===== src/rtl/pixel_loader_ctrl.sv =====
// HPS pixel PIO sequencer: decodes handshaked commands, tracks the row,
// and writes pixels into the VGA framebuffer over a valid/ready port.
//
// Ports:
//   clk_clk, reset_reset        : clock, synchronous active-high reset
//   pixel_data_export           : pixel value from HPS (PIX_W)
//   pixel_index_in_row_export   : column index from HPS (16)
//   pixel_status_write_export   : HPS command code (4)
//   pixel_row_export            : row the controller expects next (16)
//   pixel_status_read_export    : {done, error, busy, ack}
//   fb_we/fb_addr/fb_wdata      : framebuffer write request
//   fb_ready                    : framebuffer accepts when fb_we && fb_ready
//   frame_done                  : one-cycle pulse when the last row ends
module pixel_loader_ctrl #(
  parameter int H_RES  = 160,
  parameter int V_RES  = 120,
  parameter int ADDR_W = 15,
  parameter int PIX_W  = 24
) (
  input  logic              clk_clk,
  input  logic              reset_reset,
  input  logic [PIX_W-1:0]  pixel_data_export,
  input  logic [15:0]       pixel_index_in_row_export,
  input  logic [3:0]        pixel_status_write_export,
  output logic [15:0]       pixel_row_export,
  output logic [3:0]        pixel_status_read_export,
  output logic              fb_we,
  output logic [ADDR_W-1:0] fb_addr,
  output logic [PIX_W-1:0]  fb_wdata,
  input  logic              fb_ready,
  output logic              frame_done
);

  localparam logic [3:0] CMD_NOP   = 4'h0;
  localparam logic [3:0] CMD_FRAME = 4'h1;
  localparam logic [3:0] CMD_PIXEL = 4'h2;
  localparam logic [3:0] CMD_ROW   = 4'h3;
  localparam logic [3:0] CMD_ABORT = 4'hF;

  typedef enum logic [1:0] {
    IDLE,
    WRITE,
    ACK,
    RELEASE
  } state_t;

  state_t state, state_n;

  logic [3:0]        cmd_q;
  logic [15:0]       idx_q;
  logic [PIX_W-1:0]  data_q;

  logic [15:0]       row, row_n;
  logic [ADDR_W-1:0] row_base, row_base_n;
  logic              in_frame, in_frame_n;
  logic              err, err_n;
  logic              done, done_n;
  logic              ack, ack_n;
  logic              busy, busy_n;
  logic              we_n;
  logic [ADDR_W-1:0] addr_n;
  logic [PIX_W-1:0]  wdata_n;
  logic              fd_n;

  logic is_nop, is_frame, is_pixel, is_row, is_abort;
  logic idx_ok, last_row;

  assign is_nop   = cmd_q == CMD_NOP;
  assign is_frame = cmd_q == CMD_FRAME;
  assign is_pixel = cmd_q == CMD_PIXEL;
  assign is_row   = cmd_q == CMD_ROW;
  assign is_abort = cmd_q == CMD_ABORT;

  assign idx_ok   = idx_q < 16'(H_RES);
  assign last_row = row == 16'(V_RES - 1);

  always_comb begin
    state_n    = state;
    row_n      = row;
    row_base_n = row_base;
    in_frame_n = in_frame;
    err_n      = err;
    done_n     = done;
    ack_n      = ack;
    busy_n     = busy;
    we_n       = fb_we;
    addr_n     = fb_addr;
    wdata_n    = fb_wdata;
    fd_n       = 1'b0;
    unique case (state)
      IDLE: begin
        if (!is_nop) begin
          busy_n  = 1'b1;
          state_n = ACK;
        end
        unique case (1'b1)
          is_nop: ;
          is_frame: begin
            row_n      = '0;
            row_base_n = '0;
            in_frame_n = 1'b1;
            err_n      = 1'b0;
            done_n     = 1'b0;
          end
          is_pixel: begin
            if (in_frame && idx_ok) begin
              addr_n  = row_base + ADDR_W'(idx_q);
              wdata_n = data_q;
              we_n    = 1'b1;
              state_n = WRITE;
            end else begin
              err_n = 1'b1;
            end
          end
          is_row: begin
            if (!in_frame) begin
              err_n = 1'b1;
            end else if (last_row) begin
              row_n      = '0;
              row_base_n = '0;
              in_frame_n = 1'b0;
              done_n     = 1'b1;
              fd_n       = 1'b1;
            end else begin
              row_n      = row + 16'd1;
              row_base_n = row_base + ADDR_W'(H_RES);
            end
          end
          is_abort: begin
            row_n      = '0;
            row_base_n = '0;
            in_frame_n = 1'b0;
          end
          default: err_n = 1'b1;
        endcase
      end
      WRITE: begin
        if (fb_ready) begin
          we_n    = 1'b0;
          state_n = ACK;
        end
      end
      ACK: begin
        ack_n   = 1'b1;
        busy_n  = 1'b1;
        state_n = RELEASE;
      end
      RELEASE: begin
        // ack stays up until the HPS returns to NOP
        busy_n = 1'b0;
        if (is_nop) begin
          ack_n   = 1'b0;
          state_n = IDLE;
        end
      end
      default: state_n = IDLE;
    endcase
  end

  always_ff @(posedge clk_clk) begin
    if (reset_reset) begin
      state      <= IDLE;
      cmd_q      <= '0;
      idx_q      <= '0;
      data_q     <= '0;
      row        <= '0;
      row_base   <= '0;
      in_frame   <= 1'b0;
      err        <= 1'b0;
      done       <= 1'b0;
      ack        <= 1'b0;
      busy       <= 1'b0;
      fb_we      <= 1'b0;
      fb_addr    <= '0;
      fb_wdata   <= '0;
      frame_done <= 1'b0;
    end else begin
      state      <= state_n;
      cmd_q      <= pixel_status_write_export;
      idx_q      <= pixel_index_in_row_export;
      data_q     <= pixel_data_export;
      row        <= row_n;
      row_base   <= row_base_n;
      in_frame   <= in_frame_n;
      err        <= err_n;
      done       <= done_n;
      ack        <= ack_n;
      busy       <= busy_n;
      fb_we      <= we_n;
      fb_addr    <= addr_n;
      fb_wdata   <= wdata_n;
      frame_done <= fd_n;
    end
  end

  assign pixel_row_export         = row;
  assign pixel_status_read_export = {done, err, busy, ack};

endmodule


===== config.mk =====
export PLATFORM = sky130hd
export DESIGN_NAME = pixel_loader_ctrl
export DESIGN_NICKNAME = d
export VERILOG_FILES = /design/src/rtl/pixel_loader_ctrl.sv
export SDC_FILE = /design/constraint.sdc
export NUM_CORES = 1
export LEC_CHECK = 0
export ABC_AREA = 1
export ABC_CLOCK_PERIOD_IN_PS = 2800
export CAP_MARGIN = 5
export CORE_MARGIN = 4
export CORE_UTILIZATION = 56
export DETAILED_ROUTE_END_ITERATION = 6
export GPL_TIMING_DRIVEN = 1
export HOLD_SLACK_MARGIN = 0.12
export PLACE_DENSITY = 0.86
export SLEW_MARGIN = 20
export SYNTH_ARGS = -nofsm -noshare
export SYNTH_HDL_FRONTEND = slang
export SYNTH_SLANG_ARGS = --single-unit

===== constraint.sdc =====
create_clock -name clk_clk -period 2.8 [get_ports clk_clk]
set_input_delay 0.56 -clock clk_clk [delete_from_list [all_inputs] [get_ports clk_clk]]
set_output_delay 0.56 -clock clk_clk [all_outputs]
set_load 0.02 [all_outputs]

; ---- Yosys cells after proc, flatten, opt, wreduce, memory -nomap -nowiden
; Cells that the tools add are included.
[classes]
n_eq_ne = 17
n_lt_le_gt_ge = 1
reduce_logical = 21
bitwise = 4
n_addsub = 3
mux = 30
[op_table]
columns = op, n
row1 = $mux 16, 2
row2 = $pmux 16 s2, 1
row3 = $mux 15, 2
row4 = $pmux 15 s2, 1
row5 = $add 16x1->16 const B, 1
row6 = $eq 16x7->1 const B, 1
row7 = $lt 16x8->1 const B, 1
row8 = $ne 2x2->1 const B, 8
row9 = $add 15x15->15, 1
row10 = $add 15x8->15 const B, 1
row11 = $mux 1, 12
row12 = $reduce_and 4->1, 3
row13 = $mux 2, 5
row14 = $eq 4x2->1 const B, 2
row15 = $pmux 2 s4, 1
row16 = $reduce_and 2->1, 4
row17 = $reduce_bool 2->1, 4
row18 = $pmux 1 s2, 3
row19 = $pmux 1 s3, 2
row20 = $reduce_and 3->1, 2
row21 = $reduce_bool 3->1, 2
row22 = $eq 2x2->1 const B, 2
row23 = $eq 4x1->1 const B, 1
row24 = $eq 4x4->1 const B, 1
row25 = other kinds (9), 13
[word_totals]
input_bits = 47
output_inout_bits = 61
word_cells = 91
reg_bits = 123

; ---- Depth between registers and ports, before layout
; Gate-level depths: netlist (run 1).
[depth]
depth_word = 5
mapped_depth = 11
ltp_nobuf = 11

; ---- Worst setup path after synthesis (run 1)
; OpenSTA, ideal clock, no wires.
[synth_path]
path_type = register to register
startpoint = reg row[1] (netlist: pixel_row_export[1])
endpoint = reg row_base[10]
path_stages_with_launch = 11
arrival_time_ns = 1.475
synth_period_minus_slack_ns = 1.596
setup_time_ns = 0.122
n_path_buf = 0
t_required_ns = 2.678
slack_ns = 1.204
path_cell_list = dfxtp_1 ha_1 nand2_1 inv_1 nand2_1 nor2_1 nand2_1 nand2_2 nand2_1 nand2_1 a21oi_1
[synth_via]
elab_chain_len = 4
[synth_rtl]
columns = item, line_no
row1 = "start, declared", 53  ; logic [15:0] row, row_n;
row2 = "start signal, assigned", 182  ; row <= row_n;
row3 = $eq 16x7->1, 75  ; assign last_row = row == 16'(V_RES - 1);
row4 = $mux 15, 118  ; end else if (last_row) begin
row5 = $mux 15, 116  ; if (!in_frame) begin
row6 = $pmux 15 s2, 96  ; unique case (1'b1)
row7 = "end signal, assigned", 183  ; row_base <= row_base_n;
row8 = "end, declared", 54  ; logic [ADDR_W-1:0] row_base, row_base_n;
; Every way passes these cells. The select of a mux whose other input is x is not followed.
; A chain may end at the register's enable or synchronous reset.

; ---- Worst setup path in the final report (run 1)
[layout_path]
startpoint = reg row[7] (netlist: pixel_row_export[7])
endpoint = out pixel_row_export[7]
[layout_lines]
columns = item, line_no
row1 = "end, declared", 25  ; output logic [15:0] pixel_row_export,
; No word-level cell between the ends.

==> results.cfg, run 1 <==
[power]
cellLeakagePower_nw = 3.12
switchingPower_mw = 1.06
power.total_mw = 4.41
clkPwrFrac_pct = 51.2
power.share.combinational_pct = 8.6
power.density_mw_per_mm2 = 626
cell_internal_pwr_mw = 3.35
share_of_power_burned_in_registers_pct = 40.2
irDropWorstVdd_v = 0.000468
swShare_pct = 24.0

[worst_setup_path]
crit_fanout = 8
cpMaxStageDelayCell = sky130_fd_sc_hd__clkdlybuf4s50_1
worstPathRequired_ns = 2.24
path_class = flip-flop to output port
start_kind = flip-flop
critical_path.max_stage_delay_ns = 0.66
critPathTopFamily = buffers and inverters
reg2reg_slack_ns = 0.88
critPathBufInv = 1
sequence_of_cells_on_the_critical_path = clkdlybuf4s50_1
worstSetupEndpointType = output port
critical_path_arrival_ns = 1.65

[sta]
max_freq_mhz = 452
worst_tran_pin_value_ns = 0.681
min_period_over_period_pct = 79.0
finalWorstSetupSlack_ns = 0.587
hold_viol = 0
unrepaired_setup_endpoints_after_global_routing = false
worst_slew_margin_pct = 54.6
skew_ns = 0.0148
period_needed_ns = 2.21
setup_viol_count_final = 0
setup-tns-final_ns = 0
report.final.slew_viol_count = 0

[clocking]
cell_chosen_for_the_clock_root = sky130_fd_sc_hd__clkbuf_8
cts.path.max_buffers = 2
worstSkewPairLatency_ns = 0.52
post_cts_hold_buffer_count = 0
tritoncts = yes
post-cts-setup-buffer-count = 0
cts-htree-levels = 4
cts_made_buffers = 17
clk_pin_slew_ns = 0.06
tritoncts_num_sinks = 118
postCtsResizedCells = 0

[global_route]
antenna_found_initial = 0
grt_pass1_wl_mm = 22.8
first_global_vias = 5102
grtUsageTotal_pct = 24.9
grt_remaining_overflow = 0
grt_start_max_net_pins = 65

[layout]
area_growth_syn_to_layout_pct = 31.8
final_design_area_no_fill_mm2 = 0.00706
final_layout_size_suffix_gt1_share_pct = 6.12
antenna-diode-count = 0
fin_util_pct = 76.0
fin_nets = 931

[detailed_routing]
drt_pre_antenna_iters = 5
avgRoutedWirePerCell_um = 13.4
post-route-drc-count = 0
routed_via_density = 5.14
num_vias = 5198
drt_iter0_markers = 317
detail_route.wirelength_mm = 13.5
drt.antenna.violating_nets = 0

[placement]
detailedPlace.worstSlack_ns = 0.927
placed_area_mm2 = 0.00644
dp_hpwl_mm = 9.33
place_congestion = 0.913
count_of_buffers_inserted_at_the_top_level_ports = 107

[logic_synthesis]
yosys_warnings = 0
mean_post_synth_cell_area_um2 = 6.96
synthSimpleGateAreaFrac_pct = 30.9
synthDistinctLibCells = 32
synth_top_family_by_area = simple AND/OR/NAND/NOR gates
synth.yosys.seq_area_share_pct = 44.1
post_synth_xor_area_fraction_pct = 1.15
share_of_synthesized_area_spent_on_multiplexers_pct = 0
syn_inst = 769
synth-seq-cells = 118
synth-compound-area-share_pct = 9.28
synthesis.nets = 831
synth-adder-area-share_pct = 3.51
syn-cell-area_mm2 = 0.00535

[job]
drv.max_cap_violation_count = 0

[die]
chipWidth_um = 106
chipHeight_um = 106
placementRows = 35
floorplan.initialDensity_pct = 57.7
core_area_mm2 = 0.00928
die_area_mm2 = 0.0112
number_of_top_level_design_ports = 108

[worst_hold_path]
min_path_type = flip-flop to flip-flop

[run_status]
status = complete, no violations
## path summary, 6_finish.rpt
check        cells after the start                        to                             start
max                              1       pixel_row_export[7]  pixel_row_export[7]$_SDFFE_PP0P_
min reg2reg                      2         done$_SDFFE_PP0P_                 done$_SDFFE_PP0P_
max reg2reg                      7  fb_addr[14]$_SDFFE_PP0P_             state[1]$_SDFFE_PP0P_
min                              2         done$_SDFFE_PP0P_                 done$_SDFFE_PP0P_
## routing by layer
| metal | vias to the layer above | GRT usage, % | part of all wire [%] |
|---|---|---|---|
| li1 | 2589 | - | - |
| met1 | 2401 | 28.5 | 42 |
| met2 | 179 | 45.3 | 50 |
| met3 | 29 | 5.45 | 5.7 |
| met4 | 0 | 8.88 | 1.8 |
| met5 | - | 0 | 0 |
## cell usage after synthesis, drive strengths merged
library cell    n  area share, %
o21ai          56            5.4
dfxtp         118             44
a21oi          33            3.1
nor2          197             14
nor3b           1           0.14
buf            16            2.5
nor4            3           0.35
o21bai          1           0.14
nand3          39            3.7
and3            1           0.14
a21o            1           0.14
xor2            7            1.1
o21a            3           0.42
clkbuf         14           0.98
nand4          11            1.6
or2             1           0.12
a31oi           1           0.12
nand3b          5           0.70
nor3            7           0.75
ha             15            3.5
nand2         131            9.3
inv           108            7.6
## power groups by stage
stage                     clock network [mW]  registers (mW)  logic (mW)
after global placement                     0            1.81       0.361
after floorplan                            0            1.80       0.251
after CTS                               2.28            1.77       0.380
final                                   2.26            1.77       0.381
after global routing                    2.36            1.78       0.423
after detailed placement                   0            1.81       0.372
## per-stage QoR
stage	instances	hold slack, ns
after floorplan	769	0.428
after global placement	979	0.451
after detailed placement	979	0.450
after CTS	1011	0.459
after global routing	1011	0.494
final	1011	0.456
## layout make-up
type | instances | area, µm²
fillers | 682 | 2230
well taps | 129 | 161
inverters | 108 | 405
clock buffers | 18 | 418
multi-input cells | 513 | 2400
flip-flops and latches | 118 | 2360
clock inverters | 14 | 199
repair buffers | 111 | 1110
## cell usage in the layout (no fill, tap or decap), drive strengths merged, types with 6 or more instances in the layout
cell type / count
a21oi: 33
clkbuf: 18
clkdlybuf4s50: 106
clkinv: 6
dfxtp: 118
ha: 15
inv: 111
nand2: 131
nand3: 39
nand4: 11
nor2: 197
nor3: 7
o21ai: 56
xor2: 7
## logic make-up (layout without fill, tap and decap cells)
| kind of cell | count (synthesis) | count (layout) |
|---|---|---|
| flip-flops | 118 | 118 |
| AO/OA/AOI/OAI | 95 | 95 |
| buffers and inverters | 138 | 251 |
| adder cells (fa/ha/maj) | 15 | 15 |
| XOR/XNOR | 7 | 7 |
| AND/OR/NAND/NOR | 396 | 396 |
## registers in the layout, indices dropped and copies added (netlist names)
name	count
cmd_q	4
data_q	24
state	2
done	1
row_base	10
fb_addr	15
frame_done	1
fb_we	1
err	1
pixel_row_export	16
in_frame	1
fb_wdata	24
busy	1
idx_q	16
ack	1
## worst register-to-register path: stages (launching register included)
cell and delay (ns):
sky130_fd_sc_hd__dfxtp_1 0.33, sky130_fd_sc_hd__inv_1 0.10, sky130_fd_sc_hd__ha_1 0.43, sky130_fd_sc_hd__nand4_4 0.15, sky130_fd_sc_hd__inv_2 0.49, sky130_fd_sc_hd__nand3_1 0.17, sky130_fd_sc_hd__nand2_1 0.10, sky130_fd_sc_hd__inv_1 0.04
No activity file was read; power rests on OpenSTA's default activity.
==> run 2: changes to the inputs <==
Settings changed: ABC_CLOCK_PERIOD_IN_PS 2800 to 1900, CORE_UTILIZATION 56 to 47, PLACE_DENSITY 0.86 to 0.77.
Clock period 2.8 ns to 1.9 ns, I/O delays scaled along.
==> run 2 against run 1 <==
- sequential cell count stayed put
- first-iteration DRC count is 26% higher
- utilization decreased by 11 points
- via count shrank 4.2%
- setup slack got worse by 0.53 ns
- routed wire length shrank 4.8%
- register-to-register slack lost 0.69 ns
- non-clock buffer count is 9 higher
- hold slack lost 0.047 ns
- clock skew is 0.0079 ns lower
==> results.cfg, run 2 (synthesized netlist as in run 1, its figures left out) <==
[clocking]
cts_made_buffers = 17
clk_pin_slew_ns = 0.06
cell_chosen_for_the_clock_root = sky130_fd_sc_hd__clkbuf_16
tritoncts_num_sinks = 118
cts-htree-levels = 4
worstSkewPairLatency_ns = 0.40
post_cts_hold_buffer_count = 0
tritoncts = yes
cts.path.max_buffers = 2

[layout]
num-fill-cells = 981
layout_commonest_cell = sky130_fd_sc_hd__nor2_1
final_layout_size_suffix_gt1_share_pct = 7.19
final_design_area_no_fill_mm2 = 0.00711
layout_common_cells = sky130_fd_sc_hd__nor2_1, sky130_fd_sc_hd__nand2_1, sky130_fd_sc_hd__dfxtp_1
largest_registers = data_q (24), fb_wdata (24)
post_layout_nonfiller_instances = 1030
antenna-diode-count = 0
fin_nets = 940
area_growth_syn_to_layout_pct = 32.8

[worst_setup_path]
critPathBufInv = 1
worstReg2RegStart = pixel_row_export[1]$_SDFFE_PP0P_
start_kind = flip-flop
cpMaxStageDelayCell = sky130_fd_sc_hd__clkdlybuf4s50_1
critical_path_arrival_ns = 1.47
worstPathRequired_ns = 1.52
crit_fanout = 5
path_class = flip-flop to output port
critical_path.max_stage_delay_ns = 0.66
worstSetupEndpointType = output port
sequence_of_cells_on_the_critical_path = clkdlybuf4s50_1
critPathTopFamily = buffers and inverters
worst_setup_path_startpoint = pixel_row_export[1]$_SDFFE_PP0P_

[run_status]
status = complete, no violations

[sta]
skew_ns = 0.00689
report.final.slew_viol_count = 0
worst_slew_margin_pct = 71.1
min_period_over_period_pct = 97.1
max_freq_mhz = 542
period_needed_ns = 1.85
setup-tns-final_ns = 0
worst_tran_pin_value_ns = 0.429
setup_viol_count_final = 0
hold_viol = 0

[power]
power.density_mw_per_mm2 = 878
cellLeakagePower_nw = 3.27
irDropWorstVdd_v = 0.000877

[die]
chipWidth_um = 115
core_area_mm2 = 0.0110
floorplan.initialDensity_pct = 48.7
chipHeight_um = 115
placementRows = 38
die_area_mm2 = 0.0132
number_of_top_level_design_ports = 108

[placement]
placed_area_mm2 = 0.00652
place_congestion = 0.938
count_of_buffers_inserted_at_the_top_level_ports = 107
total_placed_cells_including_tap_cells = 999
dp_hpwl_mm = 9.34

[detailed_routing]
num_vias = 4980
routed_via_density = 4.83
post-route-drc-count = 0
drt.antenna.violating_nets = 0
drt_pre_antenna_iters = 5
detail_route.wirelength_mm = 12.9
drt_iter0_markers = 401
avgRoutedWirePerCell_um = 12.5

[worst_hold_path]
min_path_type = input port to flip-flop
hold_path.startpoint = reset_reset

[global_route]
grt_start_max_net_pins = 39
first_global_vias = 4728
grt_pass1_wl_mm = 21.6
grtUsageTotal_pct = 20.2
grt_remaining_overflow = 0
antenna_found_initial = 0

[job]
drv.max_cap_violation_count = 0
-- run 2: changes by cell type in the layout (fill, tap and decap cells not counted), moves of 3 or more --
| cell | change |
|---|---|
| sky130_fd_sc_hd__dlygate4sd2_1 | +3 |
| sky130_fd_sc_hd__clkinvlp_4 | +4 |
| sky130_fd_sc_hd__buf_4 | +9 |
| sky130_fd_sc_hd__dlymetal6s2s_1 | +7 |
| sky130_fd_sc_hd__clkinv_4 | -3 |
| sky130_fd_sc_hd__clkdlybuf4s50_1 | -10 |
-- run 2: final timing paths --
kind	endpoint	slack (ns)	cells past startpoint
worst min register to register	done$_SDFFE_PP0P_	0.46	2
worst max register to register	row_base[10]$_SDFFE_PP0P_	0.19	10
worst max-delay path	pixel_row_export[1]	0.05	1
worst min-delay path	data_q[14]$_SDFF_PP0_	0.41	3
-- run 2: timing repair --
item	in CTS	in global routing
resized for setup	3	9
setup endpoints to repair	3	17
setup buffers	0	0
-- run 2: final cells by class --
cell class	instances	area, µm²	share of cell area (%)
clock buffers	19	443	6.23
clock inverters	12	130	1.83
inverters	108	405	5.70
multi-input cells	513	2410	33.8
flip-flops and latches	118	2360	33.2
well taps	140	175	2.46
repair buffers	120	1190	16.7
-- run 2: per-stage QoR --
| step | utilization, % | hold WS, ns | total power, mW | setup WS [ns] |
|---|---|---|---|---|
| floorplan | - | 0.428 | 3.03 | 0.304 |
| global placement | 59.4 | 0.453 | 3.21 | 0.232 |
| detailed placement | 59.4 | 0.451 | 3.22 | 0.170 |
| CTS | 64.5 | 0.408 | 6.29 | 0.000192 |
| global route | 64.8 | 0.424 | 6.50 | -0.0233 |
| finish | 64.8 | 0.410 | 6.24 | 0.0549 |
-- run 2: layer usage --
layer  vias up  track usage [%]  part of all wire, %
met4         0             6.42                  1.7
met5         -                0                    0
met3        19             5.26                  5.0
met2       128             34.7                   48
li1       2619                -                    -
met1      2214             24.9                   45
-- run 2: where the power goes --
| group | total, mW | switching [mW] | internal [mW] |
|---|---|---|---|
| logic | 0.559 | 0.314 | 0.245 |
| clock network | 3.07 | 1.12 | 1.95 |
| registers | 2.62 | 0.0549 | 2.56 |
